**config.mk**
```make
export PLATFORM = sky130hd
export DESIGN_NAME = alarm_controller
export DESIGN_NICKNAME = d
export VERILOG_FILES = /design/src/rtl/alarm_pkg.sv /design/src/rtl/bcd_time_check.sv /design/src/rtl/alarm_controller.sv
export SDC_FILE = /design/constraint.sdc
export NUM_CORES = 1
export LEC_CHECK = 0
export CAP_MARGIN = 20
export CORE_MARGIN = 2
export CORE_UTILIZATION = 47
export CTS_CLUSTER_SIZE = 24
export DETAILED_ROUTE_END_ITERATION = 10
export PLACE_DENSITY = 0.86
export SLEW_MARGIN = 20
export SYNTH_ARGS = -nofsm -noshare
export SYNTH_HDL_FRONTEND = slang
export SYNTH_SLANG_ARGS = --single-unit
```
**constraint.sdc**
```tcl
create_clock -name clk -period 2.45 [get_ports clk]
set_input_delay 0.49 -clock clk [delete_from_list [all_inputs] [get_ports clk]]
set_output_delay 0.49 -clock clk [all_outputs]
set_load 0.02 [all_outputs]
```
**src/rtl/alarm_pkg.sv**
```systemverilog
// Shared constants and types for the alarm-time entry path and its BCD checker.
package alarm_pkg;

    // Entry sequencer states
    typedef enum logic [1:0] {
        ST_IDLE  = 2'd0,
        ST_ENTRY = 2'd1,
        ST_CHECK = 2'd2,
        ST_LOAD  = 2'd3
    } state_e;

    // Keypad code that wipes the staged digits
    localparam logic [3:0] KEY_CLEAR = 4'hA;

    // BCD range limits for an HH:MM time
    localparam logic [3:0] DIGIT_MAX          = 4'd9;
    localparam logic [3:0] HR_TENS_MAX        = 4'd2;
    localparam logic [3:0] HR_UNITS_MAX_AT_20 = 4'd3;
    localparam logic [3:0] MIN_TENS_MAX       = 4'd5;

    // A complete entry is four digits, HHMM
    localparam logic [2:0] NUM_DIGITS = 3'd4;

    // True for keypad codes 0-9
    function automatic logic is_digit(input logic [3:0] code);
        return code <= DIGIT_MAX;
    endfunction

endpackage

```
**src/rtl/bcd_time_check.sv**
```systemverilog
// Combinational range check of a BCD HH:MM word (00:00 .. 23:59).
module bcd_time_check
    import alarm_pkg::*;
(
    input  logic [15:0] hhmm,
    output logic        valid
);

    logic [3:0] hr_tens;
    logic [3:0] hr_units;
    logic [3:0] min_tens;
    logic [3:0] min_units;

    assign hr_tens   = hhmm[15:12];
    assign hr_units  = hhmm[11:8];
    assign min_tens  = hhmm[7:4];
    assign min_units = hhmm[3:0];

    // Hours 00-23 (units limited to 3 only in the twenties), minutes 00-59
    always_comb begin
        valid = (hr_tens   <= HR_TENS_MAX)
             && (hr_units  <= DIGIT_MAX)
             && ((hr_tens != HR_TENS_MAX) || (hr_units <= HR_UNITS_MAX_AT_20))
             && (min_tens  <= MIN_TENS_MAX)
             && (min_units <= DIGIT_MAX);
    end

endmodule

```
**src/rtl/alarm_controller.sv**
```systemverilog
// Alarm-time entry sequencer and alarm ringing control.
// Collects four keypad digits, range-checks them and strobes them into the
// alarm register; independently rings when the running time hits the alarm.
module alarm_controller
    import alarm_pkg::*;
#(
    parameter int unsigned ENTRY_TIMEOUT = 5000,
    parameter int unsigned TO_W          = 13
) (
    input  logic        clk,
    input  logic        reset,
    input  logic        set_alarm,
    input  logic        key_valid,
    input  logic [3:0]  key_code,
    input  logic [15:0] current_time,
    input  logic [15:0] alarm_time,
    input  logic        alarm_on,
    input  logic        stop_alarm,
    output logic [15:0] new_alarm_time,
    output logic        load_alarm,
    output logic        entry_active,
    output logic [2:0]  digit_count,
    output logic        entry_error,
    output logic        sound_alarm
);

    localparam logic [TO_W-1:0] TO_LAST = TO_W'(ENTRY_TIMEOUT - 1);

    state_e            state_q, state_d;
    logic              set_q, set_d;
    logic [15:0]       new_time_q, new_time_d;
    logic [2:0]        digit_count_q, digit_count_d;
    logic [TO_W-1:0]   to_cnt_q, to_cnt_d;
    logic              load_q, load_d;
    logic              entry_active_q, entry_active_d;
    logic              entry_error_q, entry_error_d;
    logic              match_q, match_d;
    logic              sound_q, sound_d;

    logic              set_rise;
    logic              digit_key;
    logic              clear_key;
    logic              time_valid;

    bcd_time_check u_check (
        .hhmm  (new_time_q),
        .valid (time_valid)
    );

    assign set_d     = set_alarm;
    assign set_rise  = set_alarm & ~set_q;
    assign digit_key = key_valid & is_digit(key_code);
    assign clear_key = key_valid & (key_code == KEY_CLEAR);

    // Entry sequencer next state: digit staging, timeout, range check, load strobe
    always_comb begin
        // NOTE: every signal assigned here gets a default first, so no path can infer a latch.
        state_d        = state_q;
        new_time_d     = new_time_q;
        digit_count_d  = digit_count_q;
        to_cnt_d       = to_cnt_q;
        load_d         = 1'b0;
        entry_error_d  = 1'b0;
        entry_active_d = entry_active_q;

        unique case (state_q)
            ST_IDLE: begin
                if (set_rise) begin
                    state_d        = ST_ENTRY;
                    new_time_d     = 16'h0000;
                    digit_count_d  = 3'd0;
                    to_cnt_d       = '0;
                    entry_active_d = 1'b1;
                end
            end
            ST_ENTRY: begin
                if (digit_key) begin
                    new_time_d    = {new_time_q[11:0], key_code};
                    digit_count_d = digit_count_q + 3'd1;
                    to_cnt_d      = '0;
                    if (digit_count_q == NUM_DIGITS - 3'd1) begin
                        state_d = ST_CHECK;
                    end
                end else if (clear_key) begin
                    new_time_d    = 16'h0000;
                    digit_count_d = 3'd0;
                    to_cnt_d      = '0;
                end else if (to_cnt_q == TO_LAST) begin
                    // Keypad idle too long: abandon the entry without loading
                    state_d        = ST_IDLE;
                    entry_error_d  = 1'b1;
                    entry_active_d = 1'b0;
                    digit_count_d  = 3'd0;
                end else begin
                    to_cnt_d = to_cnt_q + 1'b1;
                end
            end
            ST_CHECK: begin
                if (time_valid) begin
                    state_d = ST_LOAD;
                    load_d  = 1'b1;
                end else begin
                    state_d        = ST_IDLE;
                    entry_error_d  = 1'b1;
                    entry_active_d = 1'b0;
                    digit_count_d  = 3'd0;
                end
            end
            ST_LOAD: begin
                state_d        = ST_IDLE;
                entry_active_d = 1'b0;
                digit_count_d  = 3'd0;
            end
            default: begin
                state_d        = ST_IDLE;
                entry_active_d = 1'b0;
                digit_count_d  = 3'd0;
            end
        endcase
    end

    // Ringing: set on the first cycle of a match, cleared by stop or disable (clear wins)
    always_comb begin
        match_d = alarm_on & (current_time == alarm_time);
        sound_d = sound_q;
        if (stop_alarm | ~alarm_on) begin
            sound_d = 1'b0;
        end else if (match_d & ~match_q) begin
            sound_d = 1'b1;
        end
    end

    // State and registered outputs
    always_ff @(posedge clk or posedge reset) begin
        if (reset) begin
            state_q        <= ST_IDLE;
            set_q          <= 1'b0;
            new_time_q     <= 16'h0000;
            digit_count_q  <= 3'd0;
            to_cnt_q       <= '0;
            load_q         <= 1'b0;
            entry_active_q <= 1'b0;
            entry_error_q  <= 1'b0;
            match_q        <= 1'b0;
            sound_q        <= 1'b0;
        end else begin
            // NOTE: non-blocking assignments so every flop samples the pre-edge values.
            state_q        <= state_d;
            set_q          <= set_d;
            new_time_q     <= new_time_d;
            digit_count_q  <= digit_count_d;
            to_cnt_q       <= to_cnt_d;
            load_q         <= load_d;
            entry_active_q <= entry_active_d;
            entry_error_q  <= entry_error_d;
            match_q        <= match_d;
            sound_q        <= sound_d;
        end
    end

    assign new_alarm_time = new_time_q;
    assign load_alarm     = load_q;
    assign entry_active   = entry_active_q;
    assign digit_count    = digit_count_q;
    assign entry_error    = entry_error_q;
    assign sound_alarm    = sound_q;

endmodule

```
# After elaboration in Yosys (flattened, before gate mapping)
# Index checks and enable logic that the tools add are counted.
# Widths: inputs -> output; s select.
[op_classes]
n_eq_ne = 19
mux = 37
n_bitwise = 9
magnitude_cmp = 6
n_reduce_logical = 13
n_addsub = 2
[ops]
columns = ["cell", "count"]
rows = [
  ["$mux 13", 4],
  ["$mux 16", 3],
  ["$pmux 16 s2", 1],
  ["$pmux 13 s2", 1],
  ["$eq 16x16->1", 1],
  ["$mux 3", 5],
  ["$add 13x1->13 const B", 1],
  ["$eq 13x13->1 const B", 1],
  ["$mux 1", 13],
  ["$le 4x4->1 const B", 3],
  ["$mux 2", 6],
  ["$ne 3x3->1 const B", 4],
  ["$pmux 3 s4", 1],
  ["$ne 2x2->1 const B", 5],
  ["$reduce_and 3->1", 3],
  ["$le 4x2->1 const B", 2],
  ["$ne 4x4->1 const B", 2],
  ["$pmux 2 s4", 1],
  ["$and 1x1->1", 5],
  ["$reduce_and 5->1", 1],
  ["$eq 2x2->1 const B", 2],
  ["$eq 4x4->1 const B", 1],
  ["$le 4x3->1 const B", 1],
  ["$logic_and 1x1->1", 4],
  ["other kinds (12)", 15],
]
[totals]
reg_bits = 40
out_inout_bits = 23
wordCells = 96

# Longest topological paths before layout
[depth]
word_depth = 7
ltp_mapped = 8

# By module
# A second synthesis with hierarchy kept.
[hier_totals]
cells_unflattened = 208
hier_area_um2 = 2144.6
[by_module_without_submodules]
columns = ["mod", "cells_per_inst", "area_each_um2", "seq_area_each_um2", "n_inst"]
rows = [
  ["alarm_controller", 202, 2102.0, 1001.0, 1],
  ["bcd_time_check", 6, 42.5, 0.0, 1],
]

# Least setup slack after synthesis
# No wires, ideal clock.
[synth_path]
path_kind = "flip-flop to flip-flop"
start = "register state_q[1]"
end = "register entry_active_q, in the netlist entry_active"
required_ps = 2325
path_slack_ps = 694
n_path_buf = 1
stages_incl_launch_ff = 8
synth_period_minus_slack_ps = 1756
t_arrival_ps = 1631
cell_sequence = "dfrtp_1 inv_1 ha_1 and3_1 clkbuf_1 o31ai_2 nand3_1 mux2_4"
[synth_between]
elab_chain_cells = 3
word_cells_on_any_way = 11
classes_between = "eq/ne (8); mux (1); reduce/logical (2)"
[synth_rtl]
columns = ["item", "line_no", "rtl"]
rows = [
  ["from (decl)", "alarm_controller.sv:29", "state_e state_q, state_d;"],
  ["from (signal assigned)", "alarm_controller.sv:148", "state_q <= state_d;"],
  ["$eq 2x1->1 (tied with other cells)", "alarm_controller.sv:66", "unique case (state_q)"],
  ["$ne 2x2->1 (no source line)", "-", ""],
  ["$reduce_and 5->1 (no source line)", "-", ""],
  ["to (signal assigned)", "alarm_controller.sv:154", "entry_active_q <= entry_active_d;"],
  ["to (decl)", "alarm_controller.sv:35", "logic entry_active_q, entry_active_d;"],
]
# Several ways; a longest one is shown, not always the timed one.
# A chain may end at the register's enable or synchronous reset.

# Worst setup path after layout
[layout_path]
start = "register state_q[1]"
end = "register to_cnt_q[3]"
[layout_between]
elab_chain_cells = 3
word_cells_on_any_way = 7
classes_between = "eq/ne (3); mux (1); reduce/logical (3)"
[layout_rtl]
columns = ["item", "line_no", "rtl"]
rows = [
  ["$eq 2x1->1 / $logic_not 2->1 (equally long branches)", "alarm_controller.sv:66", ""],
  ["$ne 4x4->1 (no source line) (tied with other cells)", "-", ""],
  ["$reduce_and 3->1 (no source line)", "-", ""],
  ["to (signal assigned)", "alarm_controller.sv:152", "to_cnt_q <= to_cnt_d;"],
  ["to (decl)", "alarm_controller.sv:33", "logic [TO_W-1:0] to_cnt_q, to_cnt_d;"],
]
# Several ways; a longest one is shown, not always the timed one.

==> flow_metrics.tcl <==
set metrics [dict create \
    ctsResizeCount 0 \
    start_util_pct 49.2 \
    synthTopCellsByArea "dfrtp_1 46%, nand2_1 7.3%, nand3_1 5.3%" \
    synth_area_per_cell_um2 9.36 \
    cts_hold_buf 0 \
    finalWirelength_um 5220 \
    final_area_um2 3010 \
    yosysUniqueCellTypes 43 \
    fin_tns_setup_ns 0 \
    synth_edf_count 0 \
    grt_max_degree 41 \
    diodes 0 \
    fill_cells 349 \
    power_density_nw_per_um2 761 \
    cts_sinks 40 \
    grt_overflow 0 \
    min_path_type "flop to flop" \
    die_y_um 72.0 \
    finalWeightedCongestion 0.834 \
    worst_slew_margin_rel_pct 63.5 \
    grtUsageTotal_pct 21.6 \
    vias 1899 \
    peakVddDrop_mv 0.592 \
    critPathRequiredTime_ns 2.67 \
    gr-usage-met2_pct 36.8 \
    skew_ns 0.0123 \
    switching_share_pct 35.7 \
    power_frac_comb_pct 39.4 \
    grt_pass1_vias 1912 \
    tritoncts "done" \
    report.final.hold_viol_count 0 \
    numPortBuffers 64 \
    netlist_area_um2 2170 \
    hold-worst-slack_ns 0.507 \
    slew_violations 0 \
    dpl-instance-area_um2 2890 \
    cp_num_buf_inv 1 \
    grt_pass1_wl_um 8790 \
    fp.dieW_um 72.0 \
    period_share_pct 81.5 \
    wire_per_inst_um 14.7 \
    clock_power_share_pct 24.8 \
    ioPinCount 65 \
    setup_viol 0 \
    post_cts_buffers 0 \
    drt.antenna.violating_nets 0 \
    dp_slack_ns 0.248 \
    syn2layout_area_growth_pct 38.7 \
    drc 0 \
    fin_crit_ns 2.00 \
    synthTopCellsByCount "42 x nand2_1, 40 x dfrtp_1, 23 x nand3_1" \
    use_met3_pct 4.58 \
    tightest_slew_ns 0.546 \
    clkLatencyLatePin_ns 0.30 \
    synth_ff_type "dfrtp_1" \
    ys_ff_latch 40 \
    fmax_mhz 501 \
    synth_fp_nets 281 \
    die_area_um2 5180 \
    coreArea_um2 4410 \
    yosysMostFrequentCell "nand2_1" \
    rsz0062_at_grt "false" \
    final.setup.worst_slack_ns 0.454 \
    crit_path_start_kind "flop" \
    end_kind "flop" \
    path_class "flop to flop" \
    post-dp-hpwl_um 3910 \
    power_switching_uw 818 \
    cap_violations 0 \
    netlist.top_cell.by_area "dfrtp_1" \
    drtPass1Iterations 4 \
    final_net_count 350 \
    synthCells 232 \
    synth_warnings 0 \
    path_max_fanout 7 \
    crit_arrival_ns 2.22 \
    slowest_stage "or3_2" \
    yosys.area.top_type_share_pct 46.1 \
    drive_above_1_share_pct 8.61 \
    sequentialPowerShare_pct 35.7 \
    power.leakage_uw 0.00139 \
    synthArstFlopShare_pct 100 \
    crit_path_cell_trace "inv_1, ha_1, nand2b_1, nand2_1, o31ai_2, or3_2, a21oi_2" \
    met1_usage_pct 27.1 \
    cts_buffers 5 \
    rows 24 \
    antenna_found_initial 0 \
    first_iter_violations 70 \
    critPathTopFamily "simple AND/OR/NAND/NOR gates" \
    vias_per_cell 5.36 \
    clk_pin_slew_ns 0.09 \
    p_int_uw 1480 \
    htree_levels 2 \
    seq_area_frac_synth_pct 46.1 \
    cts_buffer_depth 2 \
    busiest_layer "met2" \
    status "finished, final reports clean" \
    slowest_delay_ns 0.49 \
    cts_root_buf "clkbuf_8" \
]
## layout by cell type, fill, tap and decap left out, types with 2 or more instances in the layout
cell type        synthesis  routed
a21oi_1                  5       5
and2_1                   3       3
nor4_1                   3       3
nor2_1                  17      17
xor2_1                  13      13
a21o_1                   2       2
nand3b_1                 2       2
nand4_1                  4       4
inv_1                    8       8
mux2_2                   3       3
and3_1                   5       5
xnor2_1                 10      10
o21ai_1                  2       2
nand3_1                 23      23
buf_4                    0       2
o21ai_0                  7       7
nor2_2                   2       2
nand2_1                 42      42
or3_1                    3       3
dfrtp_1                 40      40
clkdlybuf4s50_1          0      64
mux2i_1                  2       2
nor3_1                   4       4
ha_1                     7       7
o31ai_2                  2       2
clkbuf_8                 0       6
## metrics by stage
stage / total power, uW / std cells / util [%]
after floorplan: 1370 / 232 / -
after global placement: 1710 / 346 / 65.5
after detailed placement: 1730 / 346 / 65.5
after CTS: 2300 / 354 / 68.3
after global routing: 2420 / 354 / 68.3
final: 2290 / 354 / 68.3
## worst paths after layout
| kind | endpoint | depth (start not counted) | from | slack, ns |
|---|---|---|---|---|
| max reg2reg | to_cnt_q[3] | 7 | state_q[1] | 0.45 |
| max in group asynchronous | set_q | 3 | reset | 1.49 |
| min reg2reg | new_alarm_time[14] | 2 | new_alarm_time[14] | 0.51 |
| max | to_cnt_q[3] | 7 | state_q[1] | 0.45 |
| min in group asynchronous | new_alarm_time[15] | 3 | reset | 0.60 |
| min | new_alarm_time[14] | 2 | new_alarm_time[14] | 0.51 |
## power by group through the flow
stage | Combinational [uW] | Clock [uW] | Sequential (uW)
2_1_floorplan | 481 | 0 | 886
3_3_place_gp | 879 | 0 | 829
3_5_place_dp | 900 | 0 | 829
4_1_cts | 906 | 574 | 818
5_1_grt | 994 | 599 | 831
6_report | 904 | 570 | 819
## cell families after synthesis
family,Yosys count,synth area share [%]
flip-flops,40,46.1
buffers and inverters,13,2.36
multiplexers,7,3.69
AND/OR/NAND/NOR,116,26.2
adder cells (fa/ha/maj),7,4.03
XOR/XNOR,23,9.27
AO/OA/AOI/OAI,26,8.35
## per-layer routing
layer  vias up  part of all wire (%)
met3        12                   4.7
met5         -                     0
met1       906                    42
met2        53                    51
li1        928                     -
met4         0                   2.2
## cell type report
class                           count  area, um2  area share [%]
Clock buffer                        6       82.6            2.74
Clock inverter                      2       38.8            1.29
Inverter                            8       30.0           0.997
Multi-Input combinational cell    179       1120            37.2
Sequential cell                    40       1000            33.2
Tap cell                           52       65.1            2.16
Timing Repair Buffer               67        676            22.4
## worst reg2reg max path: stages (launching register included)
cell and delay [ns]:
dfrtp_1 0.40, inv_1 0.11, ha_1 0.31, nand2b_1 0.10
nand2_1 0.22, o31ai_2 0.17, or3_2 0.49, a21oi_2 0.14
## flip-flops by register name, indices dropped and copies added, names as in the netlist
register and flops:
sound_alarm 1, new_alarm_time 16, load_alarm 1, entry_error 1, digit_count 3, entry_active 1
set_q 1, match_q 1, to_cnt_q 13, state_q 2
Note: power is estimated with default switching activity, not from simulation.
